==> src/rtl/muldiv_unit.sv <==
// rtl/muldiv_unit.sv - iterative RV64M shift-add multiply / restoring divide unit
// W-form operations are compiled in when MULDIV_WORD_OPS_EN is defined.
module muldiv_unit #(
  parameter int XLEN = 64
) (
  input  logic            clk,
  input  logic            reset,
  input  logic            start,
  input  logic [2:0]      funct3,
  input  logic            word,
  input  logic [XLEN-1:0] operand_a,
  input  logic [XLEN-1:0] operand_b,
  input  logic [4:0]      rd_in,
  output logic            busy,
  output logic            done,
  output logic [XLEN-1:0] result,
  output logic [4:0]      rd_out
);
  localparam logic [1:0] S_IDLE = 2'd0;
  localparam logic [1:0] S_RUN  = 2'd1;
  localparam logic [1:0] S_DONE = 2'd2;
  localparam int CW = $clog2(XLEN + 1);

  logic [1:0]        state_q, state_d;
  logic [CW-1:0]     cnt_q, cnt_d, last_cnt;
  logic [2*XLEN-1:0] acc_q, acc_d;
  logic [XLEN-1:0]   mcand_q, a_ext_q, result_q, result_d;
  logic [2:0]        op_q;
  logic [4:0]        rd_q;
  logic              word_q, neg_quo_q, neg_rem_q, divz_q, ovf_q;

  logic              accept, is_div, sgn_a, sgn_b, neg_a, neg_b, word_sel;
  logic [XLEN-1:0]   ext_a, ext_b, mag_a, mag_b, div_a, min_val;
  logic [XLEN:0]     mul_sum, div_shift, div_diff;
  logic [2*XLEN-1:0] mul_next, div_next, prod_s;
  logic [XLEN-1:0]   quo_s, rem_s, fin;

  assign accept = start && (state_q != S_RUN);
  assign is_div = funct3[2];
  assign sgn_a  = is_div ? ~funct3[0] : (funct3[1] ^ funct3[0]);
  assign sgn_b  = is_div ? ~funct3[0] : (funct3[1:0] == 2'b01);

`ifdef MULDIV_WORD_OPS_EN
  assign word_sel = word;
`else
  logic unused_word;
  assign unused_word = word;
  assign word_sel    = 1'b0;
`endif

  always_comb begin
    ext_a   = operand_a;
    ext_b   = operand_b;
    min_val = {1'b1, {(XLEN-1){1'b0}}};
`ifdef MULDIV_WORD_OPS_EN
    if (word_sel) begin
      ext_a   = {{(XLEN-32){sgn_a & operand_a[31]}}, operand_a[31:0]};
      ext_b   = {{(XLEN-32){sgn_b & operand_b[31]}}, operand_b[31:0]};
      min_val = {{(XLEN-31){1'b1}}, 31'd0};
    end
`endif
  end

  assign neg_a = sgn_a & ext_a[XLEN-1];
  assign neg_b = sgn_b & ext_b[XLEN-1];
  assign mag_a = neg_a ? -ext_a : ext_a;
  assign mag_b = neg_b ? -ext_b : ext_b;

  // A word dividend is pre-shifted to the top so 32 iterations consume all of it.
`ifdef MULDIV_WORD_OPS_EN
  assign div_a    = word_sel ? (mag_a << (XLEN - 32)) : mag_a;
`else
  assign div_a    = mag_a;
`endif
  assign last_cnt = word_q ? CW'(32) : CW'(XLEN);

  // acc_q holds {product high, multiplier} or {remainder, dividend/quotient}.
  assign mul_sum   = {1'b0, acc_q[2*XLEN-1:XLEN]} + (acc_q[0] ? {1'b0, mcand_q} : '0);
  assign mul_next  = {mul_sum, acc_q[XLEN-1:1]};
  assign div_shift = acc_q[2*XLEN-1:XLEN-1];
  assign div_diff  = div_shift - {1'b0, mcand_q};
  assign div_next  = div_diff[XLEN] ? {div_shift[XLEN-1:0], acc_q[XLEN-2:0], 1'b0}
                                    : {div_diff[XLEN-1:0],  acc_q[XLEN-2:0], 1'b1};

  always_comb begin
    prod_s = neg_quo_q ? -acc_q : acc_q;
    quo_s  = neg_quo_q ? -acc_q[XLEN-1:0] : acc_q[XLEN-1:0];
    rem_s  = neg_rem_q ? -acc_q[2*XLEN-1:XLEN] : acc_q[2*XLEN-1:XLEN];
    if (divz_q) begin
      quo_s = '1;
      rem_s = a_ext_q;
    end else if (ovf_q) begin
      quo_s = a_ext_q;
      rem_s = '0;
    end
    if (op_q[2])                 fin = op_q[1] ? rem_s : quo_s;
    else if (op_q[1:0] == 2'b00) fin = prod_s[XLEN-1:0];
    else                         fin = prod_s[2*XLEN-1:XLEN];
`ifdef MULDIV_WORD_OPS_EN
    if (word_q) begin
      if (op_q[2])                 fin = {{(XLEN-32){fin[31]}}, fin[31:0]};
      else if (op_q[1:0] == 2'b00) fin = {{(XLEN-32){acc_q[XLEN-1]}}, acc_q[XLEN-32 +: 32]};
      else                         fin = '0;
    end
`endif
  end

  always_comb begin
    state_d  = state_q;
    cnt_d    = cnt_q;
    acc_d    = acc_q;
    result_d = result_q;
    case (state_q)
      S_IDLE, S_DONE: begin
        state_d = S_IDLE;
        if (accept) begin
          state_d = S_RUN;
          cnt_d   = '0;
          acc_d   = {{XLEN{1'b0}}, (is_div ? div_a : mag_b)};
        end
      end
      S_RUN: begin
        cnt_d = cnt_q + CW'(1);
        // One extra RUN cycle after the last iteration applies sign/special-case fixups.
        if (cnt_q == last_cnt) begin
          state_d  = S_DONE;
          result_d = fin;
        end else begin
          acc_d = op_q[2] ? div_next : mul_next;
        end
      end
      default: state_d = S_IDLE;
    endcase
  end

  always_ff @(posedge clk or negedge reset) begin
    if (!reset) begin
      state_q   <= S_IDLE;
      cnt_q     <= '0;
      acc_q     <= '0;
      result_q  <= '0;
      mcand_q   <= '0;
      a_ext_q   <= '0;
      op_q      <= '0;
      rd_q      <= '0;
      word_q    <= 1'b0;
      neg_quo_q <= 1'b0;
      neg_rem_q <= 1'b0;
      divz_q    <= 1'b0;
      ovf_q     <= 1'b0;
    end else begin
      state_q  <= state_d;
      cnt_q    <= cnt_d;
      acc_q    <= acc_d;
      result_q <= result_d;
      if (accept) begin
        mcand_q   <= is_div ? mag_b : mag_a;
        a_ext_q   <= ext_a;
        op_q      <= funct3;
        rd_q      <= rd_in;
        word_q    <= word_sel;
        neg_quo_q <= neg_a ^ neg_b;
        neg_rem_q <= neg_a;
        divz_q    <= (ext_b == '0);
        ovf_q     <= is_div & sgn_a & (ext_a == min_val) & (ext_b == '1);
      end
    end
  end

  assign busy   = (state_q == S_RUN);
  assign done   = (state_q == S_DONE);
  assign result = result_q;
  assign rd_out = rd_q;
endmodule

==> config.mk <==
export PLATFORM = sky130hd
export DESIGN_NAME = muldiv_unit
export DESIGN_NICKNAME = d
export VERILOG_FILES = /design/src/rtl/muldiv_unit.sv
export SDC_FILE = /design/constraint.sdc
export NUM_CORES = 2
export LEC_CHECK = 0
export CORE_AREA = 3 3 242 244
export CTS_BUF_LIST = sky130_fd_sc_hd__clkbuf_8 sky130_fd_sc_hd__clkbuf_16
export DETAILED_ROUTE_END_ITERATION = 7
export DIE_AREA = 0 0 245 247
export GPL_TIMING_DRIVEN = 1
export PLACE_DENSITY = 0.83
export SLEW_MARGIN = 20
export SYNTH_ARGS = -nofsm -noshare
export SYNTH_HDL_FRONTEND = slang
export SYNTH_SLANG_ARGS = --single-unit
==> constraint.sdc <==
create_clock -name clk -period 10.4 [get_ports clk]
set_clock_uncertainty 0.05 [all_clocks]
set_input_delay 2.08 -clock clk [delete_from_list [all_inputs] [get_ports clk]]
set_output_delay 2.08 -clock clk [all_outputs]
set_load 0.005 [all_outputs]
**Word level (Yosys, flattened, before mapping)**

Cells that the tools add are included.

- Register bits after elaboration: 341
- Bits of input ports: 140

- Add/sub/neg operators: 8
- Eq/ne operators: 10
- Muxes and demuxes: 27
- Bitwise operators: 8
- Reduce and logical (&&, ||, !) cells: 9

Operators with widths:

| cell | count |
|---|---|
| 64-bit two-way mux | 14 |
| 128-bit two-way mux | 5 |
| 64-bit negator | 4 |
| 128-bit case mux with 2 select lines | 1 |
| 64-bit equality test (second input constant) | 2 |
| 128-bit negator | 1 |
| 64-bit by 64-bit adder with 65-bit output | 1 |
| 65-bit by 64-bit subtractor with 65-bit output | 1 |
| 64-bit zero test | 1 |
| 7-bit case mux with 2 select lines | 1 |
| 7-bit by 1-bit adder with 7-bit output (second input constant) | 1 |
| 7-bit equality test (second input constant) | 1 |
| 7-bit two-way mux | 1 |
| 1-bit bitwise AND | 5 |
| 2-bit by 1-bit equality test with 1-bit output (second input constant) | 2 |
| 2-bit zero test | 2 |
| 2-bit by 1-bit != test with 1-bit output (second input constant) | 2 |
| 2-bit != test (second input constant) | 2 |
| 2-bit case mux with 2 select lines | 1 |
| 2-bit AND reduction | 2 |
| 1-bit two-way mux | 3 |
| 3-bit AND reduction | 1 |
| 2-bit equality test (second input constant) | 1 |
| 2-bit two-way mux | 1 |
| 5 further kinds | 6 |

**Depth between registers and ports, before layout**

- Word-level depth: 7
- Depth in mapped cells: 17

**Worst setup path before layout**

No wires, ideal clock.

- Path type: input-to-reg
- Start: input operand_a[37]
- End: register acc_q[62]
- Library setup time: 0.124 ns
- Arrival: 4.807 ns
- Required time: 10.226 ns
- Path slack: 5.419 ns
- Cell stages on the path: 10
- Buffers on the path: 0
- Cell sequence: or4_4 > or3_4 > or4_4 > nor3_4 > nand2_2 > or3_4 > o31ai_4 > xor2_1 > o22ai_1 > o31a_1

- Word-level cells in the longest chain between the ends: 5

Ends and longest elaborated chain:

| element | RTL line | source |
|---|---|---|
| start: declaration | 11 | `input logic [XLEN-1:0] operand_a,` |
| 64-bit negator | 66 | `assign mag_a = neg_a ? -ext_a : ext_a;` |
| 64-bit two-way mux | 66 |  |
| 64-bit two-way mux | 119 | `acc_d = {{XLEN{1'b0}}, (is_div ? div_a : mag_b)};` |
| 128-bit two-way mux | 116 | `if (accept) begin` |
| 128-bit case mux with 2 select lines | 113 | `case (state_q)` |
| end signal: assignment | 140 | `acc_q <= '0;` |
| end signal: assignment | 154 | `acc_q <= acc_d;` |
| end: declaration | 26 | `logic [2*XLEN-1:0] acc_q, acc_d;` |

Every way passes these cells. The select of a mux whose other input is x is not followed.
A chain may end at the register's enable or synchronous reset.

**Final worst setup path**

- Start: input operand_a[3]
- End: register acc_q[61]

Same word-level chain as after synthesis.

==> results.yml <==
outcome:
  status: "finished with violations"
  violations: "DRC"
drt:
  num_vias: 36508
  wl_met2_um: 55990
  wirelength_um: 136300
  drc: 4
  first_iter_violations: 6136
  wl_met3_um: 20830
  ant_nets: 0
  wire_per_inst_um: 26.11
  wl_met1_um: 51520
  post_drt_via_cell_ratio: 6.993
  first_pass_iters: 8
  top_layer_used: "met5"
clocking:
  path_clk_slew_ps: 60
  cts.path.max_buffers: 3
  cts_setup_buffers: 0
  cts_tree: "done"
  root_buffer: "clkbuf_16"
  cts-resized-gates: 0
  clk_latency_ps: 600
  numCtsBuffers: 43
  cts_max_level: 2
  ctsHoldBuffers: 0
  clock_sinks: 341
finish:
  final_cell_count_no_fill: 5221
  diodes: 0
  fillers: 4772
  final_area_sq_mm: 0.03742
  final_nets: 4709
  final_cell_mix: "a21oi_1, nand2_1, o21ai_0, nor2_1, dfrtp_1"
  syn2layout_area_growth_pct: 10.89
  layout-drive-gt1-share_pct: 6.741
  final_common_cell: "a21oi_1"
setup_path:
  ff2ff_path_depth: 14
  end_kind: "register"
  crit_fanout: 6
  critical_path_required_ps: 10880
  critPathLaunchType: "input pin"
  path_cells: "clkdlybuf4s50_1 -> nor4_1 -> nand4_1 -> nand4bb_1 -> nor2_2 -> nand3b_1 -> or2_2 -> o21ai_0 -> xnor2_1 -> nor2_1 -> a211oi_1 -> o22a_1"
  cp_top_family: "simple AND/OR/NAND/NOR gates"
  crit_arrival_ps: 6460
  cp_slowest_stage_delay_ps: 810
  worst-path-stages: 12
  cp.buffers_inverters: 1
  cpMaxStageDelayCell: "nor4_1"
  worstSetupPathType: "in2reg"
placed_design:
  dpl.hpwl_um: 101900
  dp.cells: 5142
  place.gp.congestion: 1.039
  port_buffers: 209
  placed_area_sq_mm: 0.03589
power:
  leakage_uw: 0.01524
  ir_drop_uv: 224.3
  share_seq_of_total_power_pct: 22.9
  p_switching_uw: 7872
  internal-power_uw: 6807
  switching_share_pct: 53.63
  comb_power_share_pct: 66.0
  p_clk_share_pct: 11.2
  power_uw: 14680
  powerDensity_mw_per_mm2: 392.3
floorplanning:
  dieArea_sq_mm: 0.06052
  die_y_um: 247
  fp.dieW_um: 245
  placementRows: 87
  ios: 211
  core_sq_mm: 0.05650
  floorplan.initialDensity_pct: 59.73
yosys:
  yosysWarnings: 0
  synthCells: 4476
  synth_area_sq_mm: 0.03374
  synthArstFlopShare_pct: 100.0
  synth_seq_cells: 341
  ys_types: 94
  seq_area_frac_synth_pct: 25.29
  synthFlopType: "dfrtp_1"
  synth_edf_count: 0
  avgSynthCellArea_sq_um: 7.539
  syn-num-nets: 4754
hold_path:
  hold_path.class: "reg2reg"
  min_path_cells: 2
grt:
  antenna_found_initial: 2
  overflow: 0
  grt_usage_pct: 43.69
  grt_pass1_vias: 33189
  grt_pass1_wl_um: 203700
  grt_start_max_net_pins: 103
flow_run:
  maxCapViolCount: 0
sta:
  fin_crit_sh_pct: 57.54
  fin_crit_ps: 5984
  setup-violations-final: 0
  worst_pin_slew_ps: 1069
  fmax_mhz: 167.1
  timing_hold_violations_final: 0
  slew_headroom_pct: 28.71
  rsz0062_at_grt: "no"
  holdWs_ps: 429.1
  finalSetupTns_ps: 0
  slew_violations: 0
-- worst reg2reg max path: cells and delay by family (launching register included) --
kind / cells / cell delay [ps]
AOI/OAI and AO/OA: 9 / 2510
buffers and inverters: 2 / 1120
and+or+nand+nor: 2 / 860
DFF: 1 / 640
adders and majority gates: 1 / 530
-- through the flow --
step	worst slack [ps]	utilization, %
after floorplan	5419	-
after global placement	4082	63.53
after detailed placement	4046	63.53
after CTS	4638	66.23
after global routing	4239	66.23
final	4416	66.23
-- sequential cells by signal, summed over array words and instances, names as in the netlist --
signal and count:
ovf_q 1, cnt_q 7, divz_q 1, op_q 3, acc_q 128, mcand_q 64
state_q 2, rd_out 5, neg_rem_q 1, a_ext_q 64, result 64, neg_quo_q 1
-- power groups by stage --
stage	clock, uW	sequential [uW]	combinational [uW]
finish	1640	3350	9690
global route	1690	3370	10500
CTS	1630	3220	9360
detailed placement	0	3230	9260
global placement	0	3210	9120
floorplan	0	2440	7150
-- synthesized netlist by cell type (all sizes together), types with 26 or more instances --
cell type / instances / area (sq um)
o21a: 26 / 195.2
xnor2: 233 / 2041
o211ai: 35 / 262.8
xor2: 188 / 1647
nor3: 93 / 510.5
a21oi: 462 / 2312
nand4: 59 / 369.1
nand2b: 31 / 193.9
or4: 44 / 352.8
mux2: 85 / 957.2
a22oi: 33 / 247.7
a221oi: 41 / 359.1
nor4: 37 / 244.0
or3: 56 / 370.4
inv: 124 / 465.5
o31ai: 66 / 514.2
o41ai: 27 / 244.0
a21o: 53 / 397.9
ha: 136 / 1702
a211oi: 31 / 237.7
nand2: 446 / 1679
clkbuf: 298 / 1120
or2: 33 / 206.5
nor2: 443 / 1668
dfrtp: 341 / 8533
o21ai: 465 / 2327
nand3: 74 / 375.4
buf: 51 / 219.0
a31oi: 42 / 262.8
mux2i: 140 / 1401
-- path summary, 6_finish.rpt --
path                                        start                endpoint  slack [ps]
max                                  operand_a[3]   acc_q[61]$_DFFE_PN0P_        4420
min                        result[43]$_DFFE_PN0P_  result[43]$_DFFE_PN0P_         430
max reg2reg                 acc_q[64]$_DFFE_PN0P_  acc_q[118]$_DFFE_PN0P_        4590
min reg2reg                result[43]$_DFFE_PN0P_  result[43]$_DFFE_PN0P_         430
max in group asynchronous                   reset  acc_q[107]$_DFFE_PN0P_        6730
min in group asynchronous                   reset   rd_out[0]$_DFFE_PN0P_        1420
-- final cells by class --
type / instances / area, sq um / area share [%]
well taps: 756 / 945.9 / 2.528
clock buffers: 56 / 1266 / 3.384
repair buffers: 259 / 2470 / 6.601
multi-input cells: 3662 / 23470 / 62.71
flip-flops and latches: 341 / 8546 / 22.84
inverters: 124 / 465.4 / 1.244
clock inverters: 23 / 260.3 / 0.6955
-- metal layers --
| layer | up-vias | global-route usage (%) |
|---|---|---|
| met1 | 17195 | 57.87 |
| met3 | 501 | 15.64 |
| met5 | - | 0 |
| li1 | 16131 | - |
| met4 | 2 | 20.84 |
| met2 | 2679 | 63.38 |
-- kinds of logic after synthesis --
family,synth area share [%]
flops,25.29
compound gates,26.61
fa+ha+maj,5.161
xor+xnor,10.93
mux,6.989
simple gates,19.68
buf+inv,5.347
(Power assumes the default switching activity.)
